$ cat config.mk
export PLATFORM = sky130hd
export DESIGN_NAME = byte_fifo
export DESIGN_NICKNAME = d
export VERILOG_FILES = /design/src/rtl/fifo_pkg.sv /design/src/rtl/fifo_ptr.sv /design/src/rtl/byte_fifo.sv
export SDC_FILE = /design/constraint.sdc
export NUM_CORES = 1
export LEC_CHECK = 0
export ABC_AREA = 1
export CAP_MARGIN = 20
export CELL_PAD_IN_SITES_DETAIL_PLACEMENT = 1
export CELL_PAD_IN_SITES_GLOBAL_PLACEMENT = 2
export CORE_MARGIN = 3
export CORE_UTILIZATION = 34
export DETAILED_ROUTE_END_ITERATION = 6
export PLACE_DENSITY = 0.87
export SLEW_MARGIN = 20
export SYNTH_ARGS = -nofsm -noshare
export SYNTH_HDL_FRONTEND = slang
export SYNTH_SLANG_ARGS = --single-unit
$ cat constraint.sdc
create_clock -name clk -period 2.4 [get_ports clk]
set_clock_uncertainty 0.2 [all_clocks]
set_input_delay 0.6 -clock clk [delete_from_list [all_inputs] [get_ports clk]]
set_output_delay 0.6 -clock clk [all_outputs]
set_load 0.01 [all_outputs]
$ cat src/rtl/fifo_pkg.sv
// Shared types and defaults for the byte FIFO and its pointer/occupancy tracker.
package fifo_pkg;

    typedef logic [7:0] byte_t;

    localparam int FIFO_DEPTH_DEFAULT = 4;

endpackage : fifo_pkg

$ cat src/rtl/fifo_ptr.sv
// Write/read pointers and occupancy count for a power-of-two FIFO.
// Full and empty come from the count only, never from a pointer compare.
module fifo_ptr
    import fifo_pkg::*;
#(
    parameter int DEPTH = FIFO_DEPTH_DEFAULT,
    localparam int AW = $clog2(DEPTH),
    localparam int CW = AW + 1
) (
    input  logic          clk,
    input  logic          rst,
    input  logic          i_push,
    input  logic          i_pop,
    output logic [AW-1:0] o_wr_ptr,
    output logic [AW-1:0] o_rd_ptr,
    output logic [CW-1:0] o_count,
    output logic          o_full,
    output logic          o_empty
);

    localparam logic [CW-1:0] FULL_CNT = CW'(DEPTH);

    logic [AW-1:0] r_wr_ptr;
    logic [AW-1:0] r_rd_ptr;
    logic [CW-1:0] r_count;

    // Pointers wrap DEPTH-1 -> 0 naturally because DEPTH is a power of two.
    always_ff @(posedge clk) begin
        if (rst) begin
            r_wr_ptr <= '0;
            r_rd_ptr <= '0;
            r_count  <= '0;
        end else begin
            if (i_push) r_wr_ptr <= r_wr_ptr + 1'b1;
            if (i_pop)  r_rd_ptr <= r_rd_ptr + 1'b1;
            case ({i_push, i_pop})
                2'b10:   r_count <= r_count + 1'b1;
                2'b01:   r_count <= r_count - 1'b1;
                default: r_count <= r_count;
            endcase
        end
    end

    assign o_wr_ptr = r_wr_ptr;
    assign o_rd_ptr = r_rd_ptr;
    assign o_count  = r_count;
    assign o_full   = (r_count == FULL_CNT);
    assign o_empty  = (r_count == '0);

endmodule : fifo_ptr

$ cat src/rtl/byte_fifo.sv
// Synchronous byte FIFO with valid/ready on both sides; storage is registered,
// so nothing on the in_* side reaches out_* in the same cycle.
module byte_fifo
    import fifo_pkg::*;
#(
    parameter int WIDTH = 8,
    parameter int DEPTH = FIFO_DEPTH_DEFAULT,
    localparam int AW = $clog2(DEPTH),
    localparam int CW = AW + 1
) (
    input  logic             clk,
    input  logic             rst,
    input  logic             in_valid,
    output logic             in_ready,
    input  logic [WIDTH-1:0] in_data,
    output logic             out_valid,
    input  logic             out_ready,
    output logic [WIDTH-1:0] out_data,
    output logic [CW-1:0]    count
);

    // Handshake: a word moves at a rising edge when valid & ready are both high
    // on that side. in_ready ignores out_ready (no full-bypass) and out_valid
    // ignores in_valid (no empty-bypass); both sides are frozen while rst is high.

    logic             w_push;
    logic             w_pop;
    logic             w_full;
    logic             w_empty;
    logic [AW-1:0]    w_wr_ptr;
    logic [AW-1:0]    w_rd_ptr;
    logic [WIDTH-1:0] r_mem [DEPTH];

    assign in_ready  = !rst && !w_full;
    assign out_valid = !w_empty;
    assign w_push    = in_valid && in_ready;
    assign w_pop     = out_valid && out_ready && !rst;

    fifo_ptr #(
        .DEPTH (DEPTH)
    ) u_ptr (
        .clk      (clk),
        .rst      (rst),
        .i_push   (w_push),
        .i_pop    (w_pop),
        .o_wr_ptr (w_wr_ptr),
        .o_rd_ptr (w_rd_ptr),
        .o_count  (count),
        .o_full   (w_full),
        .o_empty  (w_empty)
    );

    // Storage is deliberately left unreset; out_data masks it while empty.
    always_ff @(posedge clk) begin
        if (w_push) r_mem[w_wr_ptr] <= in_data;
    end

    assign out_data = out_valid ? r_mem[w_rd_ptr] : '0;

endmodule : byte_fifo

==> flow_metrics.py <==
metrics = {
    "run_status": {
        "status": "completed",
    },
    "synthesis": {
        "synth_largest_area_cell": "edfxtp_1",
        "yosysMostFrequentCell": "nor2_1",
        "async_flop_share": 0,
        "ys_seq_area_frac": 0.654,
        "syn_inst": 164,
        "syn_area_per_cell_um2": 10.6,
        "synth_nets": 182,
        "synth_top_area_frac": 0.551,
        "yosysWarnings": 0,
        "synthTopCellsByCount": "44 x nor2_1, 32 x edfxtp_1, 17 x inv_1, 12 x a21oi_1, 12 x nand2_1",
        "synth-edff-count": 32,
        "synth_seq_cells": 41,
        "synth.distinct_cells": 19,
        "netlist_area_um2": 1750,
        "synthFlopType": "edfxtp_1",
        "synth_area_leaders": "edfxtp_1 55%, dfxtp_1 10%, nor2_1 9.5%, inv_1 3.7%, ha_1 3.6%",
    },
    "timing": {
        "finalCriticalPeriod_ns": 2.34,
        "max-slew-margin-rel": 0.799,
        "hold_ws_ns": 0.317,
        "post-route-period-util": 0.976,
        "finalSetupViolations": 0,
        "setup_tns_ns": 0,
        "fmax_mhz": 427,
        "setup_ws_ns": 0.0584,
        "worst_pin_slew_ns": 0.301,
        "slew_viol_final": 0,
        "hold_violations": 0,
    },
    "place": {
        "dp.cells": 265,
        "place_ws_ns": -0.246,
        "io_buffers": 24,
        "dpl_cell_area_um2": 2130,
        "hpwl_mm": 3.03,
        "gp_congestion": 0.744,
    },
    "global_route": {
        "grt_start_max_net_pins": 17,
        "global_route.usage.total": 0.143,
        "overflow": 0,
        "grt_pass1_wl_mm": 6.47,
        "antenna_found_initial": 0,
        "first_global_vias": 1395,
    },
    "worst_setup_path": {
        "end_kind": "primary output",
        "required_ns": 1.60,
        "r2r-start": "u_ptr.o_count[0]$_SDFFE_PP0P_",
        "crit_fanout": 5,
        "timing.rr.end": "u_ptr.o_count[2]$_SDFFE_PP0P_",
        "critPathLaunchType": "register",
        "crit_arrival_ns": 1.54,
        "r2r_slack_ns": 0.25,
        "worstRegToRegCells": 14,
        "worst-setup-path-type": "reg2out",
    },
    "route": {
        "drt_iter0_markers": 78,
        "ant_nets": 0,
        "remaining_drc_errors": 0,
        "drt-total-wl_mm": 4.22,
        "detail_route.wl_per_cell_um": 15.2,
        "viasPerCell": 4.67,
        "via_count": 1299,
        "first_pass_iters": 4,
    },
    "power_and_ir_drop": {
        "p_per_area_nw_per_um2": 706,
        "leakagePower_nw": 0.987,
        "ir_drop_mv": 0.242,
        "power.total_mw": 1.63,
    },
    "cells_and_area": {
        "final_core_util": 0.477,
        "drive_gt1_frac": 0.185,
        "regArea_um2": 1150,
        "postLayoutCellArea_um2": 2310,
        "fill_cells": 541,
        "diodes": 0,
        "area_growth_pct": 32.6,
        "final_nets": 228,
        "multiInputGateArea_um2": 520,
        "layoutNonFillerInstCount": 278,
    },
    "clock_network": {
        "holdBufCountCts": 0,
        "ctsLongestPathBuffers": 2,
        "cts_buffers": 5,
        "cts_root_buf": "clkbuf_8",
        "cts.clk_slew.worst_paths_ns": 0.07,
        "cts_tree": "done",
        "ctsHtreeMaxLevel": 2,
        "numClockSinks": 41,
        "clk_latency_ns": 0.28,
    },
    "min_path": {
        "hold_depth": 2,
        "hp-class": "reg2reg",
        "holdPathEnd": "u_ptr.o_wr_ptr[1]$_SDFFE_PP0P_",
        "hold_start": "u_ptr.o_wr_ptr[1]$_SDFFE_PP0P_",
    },
    "die": {
        "dieArea_um2": 6030,
        "start_util": 0.360,
        "io_pins": 25,
        "dieHeight_um": 77.7,
        "rows": 25,
        "core_um2": 4850,
        "die_w_um": 77.7,
    },
    "flow_run": {
        "cap_violations": 0,
    },
}
## how the worst max path moves through the flow
stage,start,endpoint,slack [ns],cells after the start
6_report,u_ptr.o_count[0]$_SDFFE_PP0P_,out_valid,0.06,4
5_1_grt,rst,u_ptr.o_count[2]$_SDFFE_PP0P_,-0.01,12
4_1_cts,u_ptr.o_count[0]$_SDFFE_PP0P_,out_data[5],-0.21,5
3_5_place_dp,rst,u_ptr.o_count[2]$_SDFFE_PP0P_,-0.25,12
3_3_place_gp,rst,in_ready,-0.17,3
2_1_floorplan,rst,u_ptr.o_count[2]$_SDFFE_PP0P_,0.28,11
## kinds of logic after synthesis
| group | after synthesis | synth area share |
|---|---|---|
| flops | 41 | 0.654 |
| simple gates | 64 | 0.148 |
| fa+ha+maj | 6 | 0.0473 |
| buf+inv | 23 | 0.0645 |
| compound gates | 30 | 0.0860 |
## worst max-delay path: stages (launching register included)
cell             delay, ns
dfxtp_1               0.41
nor2_4                0.07
nand2_2               0.09
buf_4                 0.14
clkdlybuf4s50_1       0.56
## placed cells by master (no fill, tap or decap), drive strengths merged
master | Yosys | routed
nand4 | 2 | 2
dlymetal6s2s | 0 | 8
inv | 18 | 17
buf | 4 | 19
nand2 | 13 | 13
nor2 | 44 | 44
clkinvlp | 0 | 1
clkbuf | 0 | 9
a21oi | 12 | 12
o21ai | 18 | 18
nand3 | 5 | 5
dlygate4sd2 | 0 | 1
clkinv | 1 | 1
ha | 5 | 5
fa | 1 | 1
clkdlybuf4s50 | 0 | 14
dfxtp | 9 | 9
edfxtp | 32 | 32
## repair_timing
item	4_1_cts	5_1_grt
buffers inserted	0	5
gates resized for setup	5	20
endpoints found under the setup margin	9	10
endpoints found under the hold margin	0	0
## where the power goes
group	total, mW	switching [mW]	leakage (nW)	internal (mW)
logic	0.367	0.192	0.576	0.176
registers	0.818	0.0223	0.365	0.796
clock network	0.448	0.214	0.0455	0.234
## flip-flops by register name, indices dropped and copies added, names as in the netlist, named ones only
name and flops:
u_ptr.o_count 3, r_mem 32, u_ptr.o_wr_ptr 2, u_ptr.o_rd_ptr 2
## area by class of cell
class / count / share of cell area
Sequential cell: 41 / 0.495
Timing Repair Buffer: 43 / 0.171
Tap cell: 67 / 0.0362
Clock buffer: 8 / 0.0389
Multi-Input combinational cell: 100 / 0.225
Inverter: 19 / 0.0335
## layer usage
| layer | up-vias | routed length (um) | track usage |
|---|---|---|---|
| met1 | 629 | 1660 | 0.147 |
| met2 | 23 | 2340 | 0.271 |
| met5 | - | 0 | 0 |
| met4 | 0 | 80 | 0.0658 |
| met3 | 7 | 138 | 0.0313 |
| li1 | 640 | - | - |
(Power assumes the default switching activity.)
